<file path="config.mk">
export PLATFORM = sky130hd
export DESIGN_NAME = data_memory_hs
export DESIGN_NICKNAME = d
export VERILOG_FILES = /design/src/rtl/data_memory_pkg.sv /design/src/rtl/data_memory_hs_array.sv /design/src/rtl/data_memory_hs.sv
export SDC_FILE = /design/constraint.sdc
export NUM_CORES = 2
export LEC_CHECK = 0
export ABC_AREA = 0
export CAP_MARGIN = 25
export CELL_PAD_IN_SITES_DETAIL_PLACEMENT = 1
export CELL_PAD_IN_SITES_GLOBAL_PLACEMENT = 1
export CORE_AREA = 2 2 386 388
export CTS_CLUSTER_DIAMETER = 150
export DETAILED_ROUTE_END_ITERATION = 10
export DIE_AREA = 0 0 388 390
export GPL_ROUTABILITY_DRIVEN = 0
export PLACE_DENSITY_LB_ADDON = 0.1
export SYNTH_ARGS = -nofsm -noshare
export SYNTH_HDL_FRONTEND = slang
export SYNTH_SLANG_ARGS = --single-unit
export TNS_END_PERCENT = 10
</file>
<file path="constraint.sdc">
create_clock -name Clk -period 16.05 [get_ports Clk]
set_clock_uncertainty 0.15 [all_clocks]
set_input_delay 1.605 -clock Clk [delete_from_list [all_inputs] [get_ports Clk]]
set_output_delay 1.605 -clock Clk [all_outputs]
set_load 0.005 [all_outputs]
</file>
<file path="src/rtl/data_memory_pkg.sv">
// Shared types and helpers for the handshaked data memory: FSM states, clog2, byte merge, byte parity.
// No logic of its own; latency and backpressure are defined by the modules that import it.
// Functions work on a MAX_DATA_W-wide container; callers size-cast in and out.
package data_memory_pkg;

    typedef enum logic {ST_INIT, ST_RUN} state_t;

    localparam int MAX_DATA_W = 1024;

    function automatic int clog2(input int value);
        int r = 0;
        while ((1 << r) < value) r++;
        return r;
    endfunction

    function automatic logic [MAX_DATA_W-1:0] byte_merge(
        input logic [MAX_DATA_W-1:0]   old_word,
        input logic [MAX_DATA_W-1:0]   new_word,
        input logic [MAX_DATA_W/8-1:0] byteen
    );
        logic [MAX_DATA_W-1:0] r;
        for (int b = 0; b < MAX_DATA_W/8; b++) begin
            r[8*b +: 8] = byteen[b] ? new_word[8*b +: 8] : old_word[8*b +: 8];
        end
        return r;
    endfunction

    function automatic logic parity_byte(input logic [7:0] b);
        return ^b;
    endfunction

endpackage

</file>
<file path="src/rtl/data_memory_hs_array.sv">
// Word storage with byte-enable write and write-first registered read; optional parity via DATA_MEMORY_HS_PARITY_EN.
// Latency: read data valid one cycle after rd_en; rd_zero loads zero instead.
// Backpressure: none here; the read register holds its value while neither rd_en nor rd_zero is set.
module data_memory_hs_array
    import data_memory_pkg::*;
#(
    parameter int DATA_W = 64,
    parameter int DEPTH  = 32,
    parameter int IDX_W  = 5
) (
    input  logic                clk,
    input  logic                rst,
    input  logic [IDX_W-1:0]    idx,
    input  logic                wr_en,
    input  logic [DATA_W-1:0]   wr_dat,
    input  logic [DATA_W/8-1:0] wr_be,
`ifdef DATA_MEMORY_HS_PARITY_EN
    input  logic                par_inj,
    output logic                par_err,
`endif
    input  logic                rd_en,
    input  logic                rd_zero,
    output logic [DATA_W-1:0]   rd_dat
);

    localparam int NB = DATA_W / 8;

    logic [DATA_W-1:0] mem_q [DEPTH];
    logic [DATA_W-1:0] cur_word;
    logic [DATA_W-1:0] merged;
    logic [DATA_W-1:0] rd_dat_d;
    logic [DATA_W-1:0] rd_dat_q;
    logic [NB-1:0]     be_eff;

    // The read port sees the merged word so a same-cycle write is returned (write-first).
    always_comb begin
        be_eff   = wr_en ? wr_be : '0;
        cur_word = mem_q[idx];
        merged   = DATA_W'(byte_merge(MAX_DATA_W'(cur_word), MAX_DATA_W'(wr_dat),
                                      (MAX_DATA_W/8)'(be_eff)));
        rd_dat_d = rd_dat_q;
        if (rd_en) begin
            rd_dat_d = merged;
        end else if (rd_zero) begin
            rd_dat_d = '0;
        end
    end

    always_ff @(posedge clk) begin
        if (wr_en) begin
            mem_q[idx] <= merged;
        end
    end

    always_ff @(posedge clk or posedge rst) begin
        if (rst) begin
            rd_dat_q <= '0;
        end else begin
            rd_dat_q <= rd_dat_d;
        end
    end

    assign rd_dat = rd_dat_q;

`ifdef DATA_MEMORY_HS_PARITY_EN
    logic [NB-1:0] par_q [DEPTH];
    logic [NB-1:0] par_cur;
    logic [NB-1:0] par_merged;
    logic          mismatch;
    logic          par_err_d;
    logic          par_err_q;

    always_comb begin
        par_cur    = par_q[idx];
        par_merged = par_cur;
        mismatch   = 1'b0;
        for (int b = 0; b < NB; b++) begin
            if (be_eff[b]) begin
                par_merged[b] = parity_byte(wr_dat[8*b +: 8]) ^ par_inj;
            end
            mismatch = mismatch | (parity_byte(merged[8*b +: 8]) != par_merged[b]);
        end
        par_err_d = par_err_q;
        if (rd_en) begin
            par_err_d = mismatch;
        end else if (rd_zero) begin
            par_err_d = 1'b0;
        end
    end

    always_ff @(posedge clk) begin
        if (wr_en) begin
            par_q[idx] <= par_merged;
        end
    end

    always_ff @(posedge clk or posedge rst) begin
        if (rst) begin
            par_err_q <= 1'b0;
        end else begin
            par_err_q <= par_err_d;
        end
    end

    assign par_err = par_err_q;
`endif

endmodule

</file>
<file path="src/rtl/data_memory_hs.sv">
// Handshaked data memory with zero-fill sweep, address checking, byte enables; parity via DATA_MEMORY_HS_PARITY_EN.
// Latency: one cycle from request accept to response; sweep takes DEPTH cycles after reset.
// Backpressure: single-entry response register; ReqReady drops while a response is held and RespReady is low.
module data_memory_hs
    import data_memory_pkg::*;
#(
    parameter int DATA_W = 64,
    parameter int DEPTH  = 32,
    parameter int ADDR_W = 64
) (
    input  logic                Clk,
    input  logic                Reset,
    input  logic                ReqValid,
    output logic                ReqReady,
    input  logic                WriteMem,
    input  logic                ReadMem,
    input  logic [ADDR_W-1:0]   Address,
    input  logic [DATA_W-1:0]   DataInput,
    input  logic [DATA_W/8-1:0] ByteEn,
    output logic                RespValid,
    input  logic                RespReady,
    output logic [DATA_W-1:0]   DataOutput,
    output logic                AddrError,
`ifdef DATA_MEMORY_HS_PARITY_EN
    input  logic                ParityInject,
    output logic                ParityError,
`endif
    output logic                InitDone
);

    localparam int NB    = DATA_W / 8;
    localparam int OFFS  = clog2(NB);
    localparam int IDX_W = clog2(DEPTH);
    localparam int TOP   = OFFS + IDX_W;

    state_t            state_q, state_d;
    logic [IDX_W-1:0]  cnt_q, cnt_d;
    logic              resp_vld_q, resp_vld_d;
    logic              addr_err_q, addr_err_d;

    logic              addr_bad;
    logic              accept;
    logic              has_resp;
    logic [IDX_W-1:0]  arr_idx;
    logic              arr_wr_en;
    logic [DATA_W-1:0] arr_wr_dat;
    logic [NB-1:0]     arr_wr_be;
    logic              arr_rd_en;
    logic              arr_rd_zero;
    logic              arr_par_inj;

    always_comb begin
        addr_bad = (|Address[OFFS-1:0]) || (|Address[ADDR_W-1:TOP]);
        ReqReady = (state_q == ST_RUN) && (!resp_vld_q || RespReady);
        accept   = ReqValid && ReqReady;
        has_resp = accept && (WriteMem || ReadMem);

        state_d     = state_q;
        cnt_d       = cnt_q;
        arr_idx     = Address[TOP-1:OFFS];
        arr_wr_en   = 1'b0;
        arr_wr_dat  = DataInput;
        arr_wr_be   = ByteEn;
        arr_rd_en   = 1'b0;
        arr_rd_zero = 1'b0;
        arr_par_inj = 1'b0;

        if (state_q == ST_INIT) begin
            // Sweep overrides the request path: one zero word per cycle.
            arr_idx    = cnt_q;
            arr_wr_en  = 1'b1;
            arr_wr_dat = '0;
            arr_wr_be  = '1;
            cnt_d      = cnt_q + 1'b1;
            if (cnt_q == IDX_W'(DEPTH - 1)) begin
                state_d = ST_RUN;
            end
        end else begin
            arr_wr_en   = accept && WriteMem && !addr_bad;
            arr_rd_en   = accept && ReadMem && !addr_bad;
            arr_rd_zero = has_resp && !arr_rd_en;
`ifdef DATA_MEMORY_HS_PARITY_EN
            arr_par_inj = ParityInject;
`endif
        end

        resp_vld_d = has_resp ? 1'b1 : (RespReady ? 1'b0 : resp_vld_q);
        addr_err_d = has_resp ? addr_bad : addr_err_q;
    end

    always_ff @(posedge Clk or posedge Reset) begin
        if (Reset) begin
            state_q    <= ST_INIT;
            cnt_q      <= '0;
            resp_vld_q <= 1'b0;
            addr_err_q <= 1'b0;
        end else begin
            state_q    <= state_d;
            cnt_q      <= cnt_d;
            resp_vld_q <= resp_vld_d;
            addr_err_q <= addr_err_d;
        end
    end

    data_memory_hs_array #(
        .DATA_W (DATA_W),
        .DEPTH  (DEPTH),
        .IDX_W  (IDX_W)
    ) u_array (
        .clk     (Clk),
        .rst     (Reset),
        .idx     (arr_idx),
        .wr_en   (arr_wr_en),
        .wr_dat  (arr_wr_dat),
        .wr_be   (arr_wr_be),
`ifdef DATA_MEMORY_HS_PARITY_EN
        .par_inj (arr_par_inj),
        .par_err (ParityError),
`endif
        .rd_en   (arr_rd_en),
        .rd_zero (arr_rd_zero),
        .rd_dat  (DataOutput)
    );

`ifndef DATA_MEMORY_HS_PARITY_EN
    logic unused_par_inj;
    assign unused_par_inj = arr_par_inj;
`endif

    assign RespValid = resp_vld_q;
    assign AddrError = addr_err_q;
    assign InitDone  = (state_q == ST_RUN);

endmodule

</file>
==> Word level (Yosys, flattened, before mapping) <==
Memory sizes are Yosys's and may differ from the RTL's.
Cells that the tools add are included.
W data, S select, Z words.
{ "word_totals": {"reg_bits": 72, "ramBits": 2048, "inputBits": 142, "elab_cells": 49, "n_memories": 1} }
{ "mem_list": {"columns": ["memory", "words", "word_bits", "rd", "rd_clocked_by_memory_dff", "write_ports", "line", "text"], "rows": [
  ["u_array.mem_q", 32, 64, 1, 0, 1, "data_memory_hs_array.sv:28", "logic [DATA_W-1:0] mem_q [DEPTH];"]
]} }
{ "classes": {"addsub": 1, "n_eq_ne": 1, "muxes": 23, "n_reduce_logical": 18} }
{ "op_table": {"columns": ["op", "count"], "rows": [
  ["$mux W64", 3],
  ["$mux W8", 10],
  ["$reduce_or A56 Y1", 1],
  ["$mux W1", 9],
  ["$logic_and A1 B1 Y1", 8],
  ["$add A5 B1 Y5 const B", 1],
  ["$eq A5 B5 Y1 const B", 1],
  ["$mux W5", 1],
  ["$reduce_bool A2 Y1", 2],
  ["$logic_not A1 Y1", 3],
  ["$logic_or A1 B1 Y1", 3],
  ["$reduce_or A3 Y1", 1]
]} }

==> Longest topological paths before layout <==
{ "logic_depth": {"word_depth": 11, "mapped_depth": 9} }

==> Hierarchy <==
A second synthesis with hierarchy kept.
{ "unflattened": {"cells_unflattened": 4469, "hier_area_um2": 82695.6} }
{ "by_module_without_submodules": {"columns": ["mod", "n_inst", "cells_each", "area_per_inst_um2", "seq_area_each_um2"], "rows": [
  ["data_memory_hs_array", 1, 4327, 81624.5, 63100.5],
  ["data_memory_hs", 1, 142, 1071.0, 200.2]
]} }

==> Worst setup path after synthesis <==
No wires, ideal clock.
{ "synth_timing": {"path_kind": "in2reg", "from": "input port Address[42]", "to": "memory u_array.mem_q[24][0] (enable)", "setup_ps": 493, "arrival_ps": 6012, "setup_slack_ps": 9395, "stages": 7, "n_path_buf": 1, "path_cell_list": "nor4_1 > nand3_1 > nor4_2 > a21o_1 > or3b_2 > clkbuf_1 > nor2b_1"} }
{ "synth_via": {"elab_chain_cells": 7} }
{ "synth_lines": {"columns": ["item", "line", "text"], "rows": [
  ["start, declared", "data_memory_hs.sv:17", "input logic [ADDR_W-1:0] Address,"],
  ["$reduce_or A56 Y1", "data_memory_hs.sv:53", "addr_bad = (|Address[OFFS-1:0]) || (|Address[ADDR_W-1:TOP]);"],
  ["$logic_or A1 B1 Y1", "data_memory_hs.sv:53", null],
  ["$logic_not A1 Y1", "data_memory_hs.sv:79", "arr_wr_en = accept && WriteMem && !addr_bad;"],
  ["$logic_and A1 B1 Y1", "data_memory_hs.sv:79", null],
  ["$mux W1", "data_memory_hs.sv:68", "if (state_q == ST_INIT) begin"],
  ["$mux W1", "data_memory_hs_array.sv:50", "if (wr_en) begin"],
  ["$mux W1 (not written as such)", "data_memory_hs_array.sv:51", "mem_q[idx] <= merged;"],
  ["end, declared", "data_memory_hs_array.sv:28", null]
]} }
No other way between the ends.

==> Final worst setup path <==
{ "layout_timing": {"from": "input port Address[4]", "to": "memory u_array.mem_q[12][28], data pin"} }
{ "layout_via": {"elab_chain_cells": 3} }
{ "layout_lines": {"columns": ["item", "line", "text"], "rows": [
  ["$mux W5", "data_memory_hs.sv:68", null],
  ["$mem_v2 Z32 W64", null, null],
  ["$mux W8", "data_memory_pkg.sv:23", "r[8*b +: 8] = byteen[b] ? new_word[8*b +: 8] : old_word[8*b +: 8];"],
  ["named net u_array.merged[28]", "data_memory_hs_array.sv:30", "logic [DATA_W-1:0] merged;"]
]} }
The timed path passes the listed nets, and every way through them passes these cells.

==> run_results.csv <==
group,metric,value,unit
clock_network,cts_htree_levels,4,
sta,fin_ws,9.41,ns
global_routing,gr-total-overflow,0,
logic_synthesis,syn_inst,3561,
clock_network,cts_hold_buf,0,
logic_synthesis,synth_area,0.0804,sq mm
worst_setup_path,startpoint_type,"input port",
routing,wl_met1,91800,microns
clock_network,cts_tree,"yes",
sta,hold_viol_final,0,
worst_setup_path,worstPathArrival,7.02,ns
sta,worst_pin_slew,1.36,ns
sta,finalCriticalPeriod,6.64,ns
worst_setup_path,worst_path_dominant_cell_family,"buffers and inverters",
pwr,vdd_drop_max,102,uV
placement,pre_cts_ws,8.30,ns
run,maxCapViolations,0,
global_routing,antenna_found_initial,3,
worst_setup_path,worstPathCellList,"clkdlybuf4s50_1 -> mux2_8 -> buf_4 -> buf_4 -> buf_4 -> mux4_2 -> a22oi_1 -> nand4_1 -> mux2i_1 -> nor2_1 -> buf_4",
routing,wl_met2,116000,microns
placement,portBuffers,209,
worst_setup_path,crit_type,"in -> reg",
floorplan,core,0.147,sq mm
routing,drcViolationCount,0,
sta,finalCritPeriodShare,0.414,
routing,ant_nets,0,
routing,wl_met3,22800,microns
logic_synthesis,async_flop_share,0.0340,
floorplan,rows,141,
routing,viasPerCell,6.83,
worst_setup_path,cp_slowest_cell,"buf_4",
floorplan,die_y,390,microns
floorplan,die_w,388,microns
global_routing,grt_pass1_wl,331000,microns
worst_setup_path,end_kind,"register",
worst_setup_path,path_buf_inv,5,
worst_setup_path,reg2reg_from,"InitDone",
worst_setup_path,critPathMaxStageDelay,0.92,ns
sta,rsz0062_at_grt,"false",
clock_network,cts_buffers,206,
routing,highest_layer,"met4",
worst_setup_path,critPathMostFrequentCell,"buf_4",
logic_synthesis,ys_seq_area_frac,0.787,
logic_synthesis,yosysUniqueCellTypes,48,
clock_network,postCtsResizedCells,0,
global_routing,grt_pass1_vias,42700,
floorplan,pin_count,210,
logic_synthesis,synth_ff_type,"edfxtp_1",
global_routing,grt.total_usage,0.316,
sta,final-max-slew-violation-count,0,
clock_network,cts_setup_buffers,0,
sta,fin_tns_setup,0,ns
sta,setup_violations,0,
clock_network,clock_sinks,2120,
floorplan,dieArea,0.151,sq mm
clock_network,cts_buffer_depth,3,
cells_and_area,fin_nets,4101,
worst_setup_path,crit_path_max_fanout,71,
min_path,hold_path.class,"reg -> reg",
routing,dr.pass1.iters,5,
clock_network,clock_latency,0.83,ns
placement,place_hpwl,122000,microns
global_routing,grt_max_degree,108,
logic_synthesis,synth_nets,3705,
cells_and_area,layout_commonest_cell,"edfxtp_1",
cells_and_area,final_cell_mix,"2,048 x edfxtp_1, 512 x mux4_2, 247 x a22oi_1, 212 x clkbuf_16, 209 x clkdlybuf4s50_1",
logic_synthesis,avgSynthCellArea,22.6,sq um
clock_network,path_clk_slew,0.06,ns
min_path,hold_path.startpoint,"u_array.rd_dat[62]",
sta,relSlewSlack,0.0962,
pwr,power_density,125,mW/mm^2
routing,dr_total_vias,41400,
sta,holdWs,0.338,ns
logic_synthesis,synth-seq-cells,2120,
status,run_status,"finished, final reports clean",
logic_synthesis,yosysWarnings,0,
logic_synthesis,synth_edf_count,2048,
routing,post_drt_wl_per_cell,39.0,microns
sta,max_freq,0.151,GHz
clock_network,cts-root-buf,"clkbuf_16",
routing,wl,237000,microns
floorplan,start_util,0.547,
routing,drtIter0Drc,5718,
cells_and_area,syn2layout_area_growth,15.1,%
worst_setup_path,critPathRequiredTime,16.43,ns
worst_setup_path,cp-startpoint,"Address[4]",
pwr,p_leak,29.6,nW
cells_and_area,drive_above_1_share,0.255,
[per-stage QoR]
step           total power, mW  area, sq um  std cells   util
2_1_floorplan             6.68        80400       3561      -
3_3_place_gp              6.88        85700       5667  0.583
3_5_place_dp              6.92        85800       5671  0.583
4_1_cts                   11.6        92400       6055  0.628
5_1_grt                   11.8        92600       6063  0.629
6_report                  11.6        92600       6065  0.629
[synth_stat cells, drive strengths merged, types with 2 or more instances]
cell	n	area, sq um
edfxtp	2048	61500
mux4	512	11500
a22oi	247	1850
clkbuf	101	380
buf	99	546
nand2	83	312
nor2	75	282
dfrtp	72	1800
o21ai	64	320
nand4	60	375
mux2i	57	571
nand3	26	145
nor2b	21	131
nor4	15	100
a21oi	8	40.0
nor3	7	35.0
a32oi	6	52.6
mux2	6	71.3
and3	5	31.3
inv	5	18.8
o31ai	5	37.5
a22o	4	35.0
nand2b	4	25.0
o22ai	4	25.0
and2	3	18.8
xnor2	3	26.3
and4b	2	20.0
ha	2	25.0
nand3b	2	15.0
nor3b	2	20.0
o311ai	2	17.5
o32ai	2	17.5
or2	2	12.5
or3b	2	17.5
[power by group]
part / internal, mW / switching [mW]
combinational: 0.215 / 0.402
clock: 2.72 / 2.04
sequential: 6.20 / 0.000412
total: 9.13 / 2.44
[routing by layer]
| metal | up-vias | GRT usage |
|---|---|---|
| met3 | 364 | 0.0652 |
| met1 | 22500 | 0.448 |
| met4 | 0 | 0.0824 |
| met5 | - | 0 |
| met2 | 2488 | 0.509 |
| li1 | 16000 | - |
[cell families (layout without fill, tap and decap cells)]
kind of cell    Yosys count  after routing  synth area share
flops                  2120           2120             0.787
fa+ha+maj                 2              2          0.000311
compound gates          346            346            0.0302
simple gates            310            310            0.0192
buf+inv                 205            777            0.0117
other cells               0              2                 0
xor+xnor                  3              3          0.000327
mux                     575            575             0.151
[flip-flops by register name, summed over array words and instances, names as in the netlist]
register,count
u_array.rd_dat,64
u_array.mem_q,2048
RespValid,1
InitDone,1
cnt_q,5
AddrError,1
[layout make-up]
| type | count | area (sq um) |
|---|---|---|
| Sequential cell | 2120 | 63300 |
| Fill cell | 11800 | 54500 |
| Multi-Input combinational cell | 1236 | 16600 |
| Clock buffer | 281 | 5770 |
| Timing Repair Buffer | 388 | 3610 |
| Tap cell | 1930 | 2410 |
| Clock inverter | 103 | 848 |
| Inverter | 5 | 23.8 |
| Antenna cell | 2 | 5.00 |
[path summary, 6_finish.rpt]
| kind | to | cells after the start | slack, ns |
|---|---|---|---|
| min reg2reg | u_array.rd_dat[62] | 2 | 0.34 |
| max reg2reg | u_array.mem_q[12][28] | 11 | 9.78 |
| max in group asynchronous | u_array.rd_dat[22] | 3 | 13.20 |
| max | u_array.mem_q[12][28] | 11 | 9.41 |
| min | u_array.rd_dat[62] | 2 | 0.34 |
| min in group asynchronous | u_array.rd_dat[2] | 2 | 1.09 |
[worst reg2reg max path: stages, from the launching register on]
cell	delay, ns
dfrtp_1	0.32
buf_4	0.46
mux2_8	0.73
buf_4	0.93
buf_4	0.86
buf_4	0.97
mux4_2	0.47
a22oi_1	0.25
nand4_1	0.22
mux2i_1	0.27
nor2_1	0.11
buf_4	0.25
(Power assumes the default switching activity.)
